`src/rtl/gf180mcu_fd_sc_mcu7t5v0__oai_nm_pipe.sv`:
```
// Two-stage pipelined multi-channel OAI/AOI/OA/AO gate with a valid/ready interface
// and a saturating counter of output transfers whose result differs from the previous one.
module gf180mcu_fd_sc_mcu7t5v0__oai_nm_pipe #(
  parameter int CH = 2,
  parameter int G  = 3,
  parameter int N  = 3
) (
  input  logic              CLK,
  input  logic              RST,
  input  logic [CH*G*N-1:0] IN,
  input  logic [1:0]        MODE,
  input  logic              IN_VALID,
  output logic              IN_READY,
  output logic [CH-1:0]     ZN,
  output logic              OUT_VALID,
  input  logic              OUT_READY,
  input  logic              CLR,
  output logic [15:0]       TOG_CNT
);

  // Handshake: a transfer happens on an edge where valid && ready; a producer holds
  // valid and data until that edge, and ready may depend combinationally on the
  // downstream ready, but valid never depends on ready.

  localparam int NG = CH * G;

  logic [NG-1:0] grp_d, grp_q;
  logic [1:0]    mode_d, mode_q;
  logic          v1_d, v1_q;
  logic [CH-1:0] zn_d, zn_q;
  logic          v2_d, v2_q;
  logic [CH-1:0] last_zn_d, last_zn_q;
  logic [15:0]   tog_cnt_d, tog_cnt_q;

  logic [NG-1:0] grp_terms;
  logic [CH-1:0] chan_res;
  logic          s2_ready;
  logic          s1_ready;
  logic          in_fire;
  logic          adv;
  logic          out_fire;

  assign s2_ready = !v2_q || OUT_READY;
  assign s1_ready = !v1_q || s2_ready;
  assign in_fire  = IN_VALID && s1_ready;
  assign adv      = v1_q && s2_ready;
  assign out_fire = v2_q && OUT_READY;

  // MODE[0] selects AND-first (AOI/AO) versus OR-first (OAI/OA) group reduction.
  always_comb begin
    grp_terms = '0;
    for (int c = 0; c < CH; c++) begin
      for (int g = 0; g < G; g++) begin
        if (MODE[0]) grp_terms[c*G + g] = &IN[(c*G + g)*N +: N];
        else         grp_terms[c*G + g] = |IN[(c*G + g)*N +: N];
      end
    end
  end

  // MODE[1] set means the non-inverted variant.
  always_comb begin
    chan_res = '0;
    for (int c = 0; c < CH; c++) begin
      if (mode_q[0]) chan_res[c] = |grp_q[c*G +: G];
      else           chan_res[c] = &grp_q[c*G +: G];
      if (!mode_q[1]) chan_res[c] = !chan_res[c];
    end
  end

  always_comb begin
    grp_d     = grp_q;
    mode_d    = mode_q;
    v1_d      = v1_q;
    zn_d      = zn_q;
    v2_d      = v2_q;
    last_zn_d = last_zn_q;
    tog_cnt_d = tog_cnt_q;

    if (in_fire) begin
      grp_d  = grp_terms;
      mode_d = MODE;
      v1_d   = 1'b1;
    end else if (adv) begin
      v1_d = 1'b0;
    end

    if (adv) begin
      zn_d = chan_res;
      v2_d = 1'b1;
    end else if (out_fire) begin
      v2_d = 1'b0;
    end

    if (out_fire) begin
      last_zn_d = zn_q;
      if (zn_q != last_zn_q && tog_cnt_q != 16'hFFFF) tog_cnt_d = tog_cnt_q + 16'd1;
    end
    if (CLR) tog_cnt_d = '0;
  end

  always_ff @(posedge CLK) begin
    if (RST) begin
      grp_q     <= '0;
      mode_q    <= '0;
      v1_q      <= 1'b0;
      zn_q      <= '0;
      v2_q      <= 1'b0;
      last_zn_q <= '0;
      tog_cnt_q <= '0;
    end else begin
      grp_q     <= grp_d;
      mode_q    <= mode_d;
      v1_q      <= v1_d;
      zn_q      <= zn_d;
      v2_q      <= v2_d;
      last_zn_q <= last_zn_d;
      tog_cnt_q <= tog_cnt_d;
    end
  end

  assign IN_READY  = s1_ready;
  assign ZN        = zn_q;
  assign OUT_VALID = v2_q;
  assign TOG_CNT   = tog_cnt_q;

endmodule

```
`config.mk`:
```
export PLATFORM = sky130hd
export DESIGN_NAME = gf180mcu_fd_sc_mcu7t5v0__oai_nm_pipe
export DESIGN_NICKNAME = d
export VERILOG_FILES = /design/src/rtl/gf180mcu_fd_sc_mcu7t5v0__oai_nm_pipe.sv
export SDC_FILE = /design/constraint.sdc
export NUM_CORES = 1
export LEC_CHECK = 0
export ABC_AREA = 1
export BUFFER_PORTS_ARGS = -buffer_cell sky130_fd_sc_hd__buf_2
export CAP_MARGIN = 15
export CORE_ASPECT_RATIO = 0.7
export CORE_MARGIN = 2
export CORE_UTILIZATION = 40
export DETAILED_ROUTE_END_ITERATION = 12
export RECOVER_POWER = 100
export REMOVE_ABC_BUFFERS = 1
export SETUP_SLACK_MARGIN = 0.5
export SYNTH_ARGS = -nofsm -noshare
export SYNTH_HDL_FRONTEND = slang
export SYNTH_SLANG_ARGS = --single-unit
```
`constraint.sdc`:
```
create_clock -name CLK -period 1.9 [get_ports CLK]
set_clock_uncertainty 0.2 [all_clocks]
set_input_delay 0.38 -clock CLK [delete_from_list [all_inputs] [get_ports CLK]]
set_output_delay 0.38 -clock CLK [all_outputs]
set_load 0.01 [all_outputs]
```
==> impl_results.md, run 1 <==
- Clock transition at path regs: 70 ps
- Initial Utilization: about two fifths
- Die height: 57.68 um
- FP Rows: 19
- Post-layout nets: 345
- TritonCTS clock tree: yes
- Max-cap violations: 0
- Core area: between 0.003 and 0.004 mm^2
- Top cells by count, synth: nand2_1, nor2_1, dfxtp_1, inv_1
- Place WS: approximately 140 ps
- Latest clock arrival within the worst-skew pair: 290 ps
- Chip width: slightly above 80 um
- Largest cells by area after synthesis: dfxtp_1, nand2_1, nor2_1
- Crit path max-delay family: simple AND/OR/NAND/NOR gates
- Vias in the first global route: ~1600
- WL/cell: 11.51 um
- Drt drc: 0
- HPWL after DPL: 3003 um
- Post-synth design cell area: between 0.0015 and 0.002 mm^2
- Hold Path Class: in -> reg
- Num CTS Buffers: 5
- Min cycle time layout: between 1500 and 2000 ps
- Final hold vios: 0
- Sequential cell area fraction in the yosys report: 36.47%
- Total power: 1.413 mW
- Crit start category: flop
- Crit-path max FO: 6
- Largest net degree at the start of global routing: 17
- Inst Count DP: between 300 and 400
- PwrDens: 621.9 mW/mm^2
- Die footprint: approximately 0.0047 mm^2
- Num ports: 45
- Slew HR: roughly two thirds
- Slowest cell delay on critical path: 390 ps
- CTS Sinks: 30
- Tot GR Track Use: roughly a fifth
- Initial antenna violation count: 0
- Cell count after synthesis: between 200 and 300
- Critical path class: reg -> reg
- GP Congestion: 0.8338
- CP Capture Type: flop
- P_leak: 1.067 nW
- Synth unique cells: 22
- Async SR Flop Fraction: 0%
- Initial DRC count: 110
- Synth top area share: 36.47%
- Maximum vdd ir drop: between 0.0002 and 0.0003 V
- Fin cells: about 370
- Critical-path top delay cell: dfxtp_1
- Antenna cell count: 0
- Layout cells sized above 1: 29.69%
- Fin crit share: 88.08%
- H-tree depth: 2
- Port bufs: 44
- Post-route ant nets: 0
- Most used DFF post-synth: dfxtp_1
- Avg Synthesized Cell Area: 6.508 um^2
- Max Clk Rate: about 0.6 GHz
- Setup violations, final: 0
- Root Buffer: clkbuf_8
- Count leader, synth: nand2_1
- Worst endpoint required time: around 1900 ps
- WP buf/inv: 1
- Mean number of vias per cell: 4.734
- Critical path arrival: 1660 ps
- Number of enable flip-flop cells after synthesis: 0
- Final setup margin: 226.6 ps
- RSZ-0062 raised after global routing: true
- First-pass GRT wire length: 7100 um
- Yosys warnings: 0
- Final Max Tran Viols: 0
- Longest Clk Path Bufs: 2
- Core Util, Final: 57.58%
- Area leader, netlist: dfxtp_1
- Area Overhead vs Synth: 37.99%
- CTS hold repair buffers: 0
- Least-Margin Pin Slew: 479.2 ps
- Via count: 1761
- Drt first pass iters: 4
- Fillers: 405
- Setup TNS: 0 ps
- Total wire length: approximately 4300 um
- FF+latch count, synth: 30
- Ordered list of cells on the worst path: ha_4 > nand2_4 > nor2_4 > nand2_1 > nor2_4 > nor2_4 > buf_6 > nand2_2 > nand2_1 > nand2_1 > nor2_1
- Outcome: completed
- Overflow left after global routing: 0
## through the flow
step	area (um^2)	hold slack [ps]
2_1_floorplan	1617	243.4
3_3_place_gp	1977	263.0
3_5_place_dp	1977	261.1
4_1_cts	2251	115.9
5_1_grt	2272	140.4
6_report	2272	120.9
## final cells by class
class | count | area, um^2 | share of cell area (%)
tap | 52 | 65.06 | 2.863
inverter | 37 | 138.9 | 6.112
sequential | 30 | 601.8 | 26.49
multi-input combinational | 182 | 962.2 | 42.35
clock buffer | 7 | 86.33 | 3.800
clock inverter | 1 | 5.005 | 0.2203
timing repair buffer | 63 | 412.9 | 18.17
## timing repair
action | 4_1_cts | 5_1_grt
pin swaps | 11 | 7
gates resized for setup | 39 | 27
cloned | 1 | 0
buffers inserted | 7 | 1
setup endpoints to repair | 29 | 29
## cells by family (layout without fill, tap and decap cells)
group | Yosys count | count (layout) | share of synthesized area [%]
AND/OR/NAND/NOR | 134 | 134 | 35.49
flip-flops | 30 | 30 | 36.47
adder cells (fa/ha/maj) | 1 | 1 | 0.7598
buffers and inverters | 41 | 108 | 10.26
AO/OA/AOI/OAI | 42 | 42 | 14.36
XOR/XNOR | 5 | 5 | 2.659
## sequential cells by signal (all words and copies together), names as in the netlist
signal     cells
mode_q         2
v1_q           1
grp_q          6
last_zn_q      2
ZN             2
OUT_VALID      1
TOG_CNT       16
## worst reg2reg max path, stage by stage (launching register included)
cell and delay (ps):
dfxtp_1 390, ha_4 170, nand2_4 60, nor2_4 130, nand2_1 100, nor2_4 110, nor2_4 60, buf_6 140
nand2_2 70, nand2_1 50, nand2_1 50, nor2_1 30
## cell usage in the layout (no fill, tap or decap)
cell type and n:
a21oi_1 19, a21oi_2 1, a31oi_1 6, buf_2 36, buf_4 9, buf_6 13, clkbuf_1 6, clkbuf_8 6
clkinv_1 3, clkinv_2 1, dfxtp_1 29, dfxtp_2 1, ha_4 1, inv_1 30, inv_2 4, nand2_1 55
nand2_2 5, nand2_4 4, nand2b_1 2, nand3_1 18, nand3_2 1, nand4_1 5, nor2_1 29, nor2_2 7
nor2_4 6, nor3_1 2, o21ai_0 10, o31ai_1 6, xor2_1 5
## report_power, final
group	internal, mW	total, mW	switching, mW	leakage (nW)
logic	0.0872	0.206	0.119	0.773
clock network	0.292	0.539	0.247	0.0482
registers	0.652	0.668	0.0159	0.245
total	1.03	1.41	0.382	1.07
## layer usage
metal | share of wire, % | GRT usage [%] | vias up
met1 | 53 | 29.87 | 764
met4 | 1.8 | 7.022 | 0
met2 | 39 | 27.14 | 51
met5 | 0 | 0 | -
met3 | 6.1 | 5.763 | 7
li1 | - | - | 939
## final timing paths
| kind | from | endpoint | slack, ps | cells past startpoint |
|---|---|---|---|---|
| worst min register to register | last_zn_q[0] | last_zn_q[0] | 270 | 2 |
| worst max register to register | TOG_CNT[1] | TOG_CNT[12] | 230 | 11 |
| worst max-delay path | TOG_CNT[1] | TOG_CNT[12] | 230 | 11 |
| worst min-delay path | RST | v1_q | 120 | 2 |
Note: power is estimated with default switching activity, not from simulation.
==> run 2: changes to the inputs <==
--- a/config.mk
+++ b/config.mk
@@ -10,8 +10,9 @@
 export CAP_MARGIN = 15
 export CORE_ASPECT_RATIO = 0.7
 export CORE_MARGIN = 2
-export CORE_UTILIZATION = 40
+export CORE_UTILIZATION = 47
 export DETAILED_ROUTE_END_ITERATION = 12
+export PLACE_DENSITY = 0.73
 export RECOVER_POWER = 100
 export REMOVE_ABC_BUFFERS = 1
 export SETUP_SLACK_MARGIN = 0.5
==> impl_results.md, run 2 (synthesis gave the netlist of run 1 again) <==
- Outcome: completed
- Mean number of vias per cell: 5.246 (+11%)
- Max Clk Rate: 0.5772 GHz (-3.4%)
- Post-layout nets: 352 (+2.0%)
- Num CTS Buffers: 5 (unchanged)
- Largest net degree at the start of global routing: 17 (unchanged)
- First-pass GRT wire length: 7514 um (+5.8%)
- Critical path arrival: 1720 ps (+60 ps)
- FP Rows: 17 (-2)
- Slew HR: 77.94% (+9.9 points)
- Die footprint: 0.004000 mm^2 (-14%)
- Commonest non-fill, non-tap cell in the layout: nand2_1
- Initial DRC count: 195 (+77%)
- Overflow left after global routing: 0 (unchanged)
- Fillers: 258 (-36%)
- Ordered list of cells on the worst path: ha_1 > nand2_4 > nor2_4 > nand2_2 > nor2_4 > nor2_4 > buf_4 > nand3_1 > nand2_1 > nor2_2
- Root Buffer: clkbuf_8
- Min cycle time layout: 1733 ps (+59.19 ps)
- Area occupied by multi-input gates: 937.1 um^2 (-2.6%)
- Crit start category: flop
- Drt drc: 0 (unchanged)
- Fin crit share: 91.19% (+3.1 points)
- Slowest cell delay on critical path: 320 ps (-70 ps)
- Least-Margin Pin Slew: 330.9 ps (-148.3 ps)
- Port bufs: 44 (unchanged)
- Setup TNS: 0 ps (unchanged)
- Worst endpoint required time: 1890 ps (about the same)
- Drt first pass iters: 7 (+3)
- Core area: 0.003254 mm^2 (-18%)
- Final setup margin: 167.4 ps (-59.19 ps)
- Vias in the first global route: 1676 (+5.1%)
- Layout cells sized above 1: 31.80% (+2.1 points)
- Final hold vios: 0 (unchanged)
- HPWL after DPL: 2996 um (-0.24%)
- Critical-path top delay cell: dfxtp_1
- Latest clock arrival within the worst-skew pair: 290 ps (about the same)
- Num ports: 45 (unchanged)
- Register area: 603.1 um^2 (+0.21%)
- Clock transition at path regs: 70 ps (about the same)
- Die height: 53.52 um (-7.2%)
- H-tree depth: 2 (unchanged)
- Worst setup startpoint: TOG_CNT[0]
- Via count: 1962 (+11%)
- Chip width: 74.75 um (-7.4%)
- Post-route ant nets: 0 (unchanged)
- Area Overhead vs Synth: 41.57%
- P_leak: 1.115 nW (+4.5%)
- CP Capture Type: flop
- Antenna cell count: 0 (unchanged)
- Place WS: 129.2 ps (-9.483 ps)
- Initial antenna violation count: 0 (unchanged)
- Max-cap violations: 0 (unchanged)
- TritonCTS clock tree: yes
- Crit-path most repeated cell: nor2_4
- CTS hold repair buffers: 0 (unchanged)
- RSZ-0062 raised after global routing: true
- WL/cell: 13.49 um (+17%)
- Total wire length: 5044 um (+18%)
- Hold Path Class: in -> reg
- Hold Path Origin: RST
- Max FFs per register: 16 (unchanged)
- Critical path class: reg -> reg
- Maximum vdd ir drop: 0.0004474 V (+50%)
- Worst r2r src: TOG_CNT[0]
- Setup violations, final: 0 (unchanged)
- Tot GR Track Use: 25.38% (+5.5 points)
- Final Max Tran Viols: 0 (unchanged)
- CTS Sinks: 30 (unchanged)
- GP Congestion: 0.8884 (+6.5%)
- Crit-path max FO: 4 (-2)
- Initial Utilization: 50.60% (+8.9 points)
- Commonest cells after routing, fill and taps aside: nand2_1, buf_2, nor2_1, inv_1, dfxtp_1
- PwrDens: 645.2 mW/mm^2 (+3.8%)
- Longest Clk Path Bufs: 2 (unchanged)
[run 2: repair_timing]
item | 4_1_cts | 5_1_grt
resized for setup | 51 | 21
gates cloned | 1 | 0
endpoints found under the hold margin | 0 | 0
endpoints found under the setup margin | 33 | 35
buffers inserted | 11 | 5
pin swaps | 10 | 9
[run 2: through the flow]
step           area, um^2  hold slack [ps]  instances  total power, mW  utilization (%)
6_report             2331            111.5        374            1.504            71.63
5_1_grt              2331            139.0        374            1.560            71.63
4_1_cts              2325            110.4        369            1.491            71.43
3_5_place_dp         1963            263.9        349           0.8602            60.32
3_3_place_gp         1963            263.3        349           0.8575            60.32
2_1_floorplan        1617            243.4        249           0.7817                -
[run 2: where the power goes]
group          internal [mW]  switching [mW]
clock                  0.366           0.255
combinational         0.0907           0.124
sequential             0.652          0.0166
total                   1.11           0.396
[run 2: final cells by class]
type	count	share of cell area, %
inverters	37	6.012
well taps	47	2.523
clock buffers	8	4.724
repair buffers	70	20.67
flip-flops and latches	30	25.87
multi-input cells	182	40.20
[run 2: layer usage]
layer / vias up / part of all wire (%) / track usage, % / wire, um
li1: 959 / - / - / -
met1: 885 / 45 / 33.83 / 2255
met2: 100 / 44 / 39.23 / 2223
met3: 18 / 8.7 / 8.762 / 439
met4: 0 / 2.5 / 6.845 / 127
met5: - / 0 / 0 / 0
[run 2: worst paths after layout]
check / endpoint / slack (ps) / depth (start not counted)
setup / recovery: TOG_CNT[4] / 170 / 10
hold / removal: v1_q / 110 / 2
setup reg to reg: TOG_CNT[4] / 170 / 10
hold reg to reg: last_zn_q[1] / 280 / 2
[run 2: critical path, delay by kind of cell (launching register included)]
kind / cells / cell delay [ps]
buffers and inverters: 1 / 170
flip-flops: 1 / 320
adder cells (fa/ha/maj): 1 / 240
AND/OR/NAND/NOR: 8 / 700
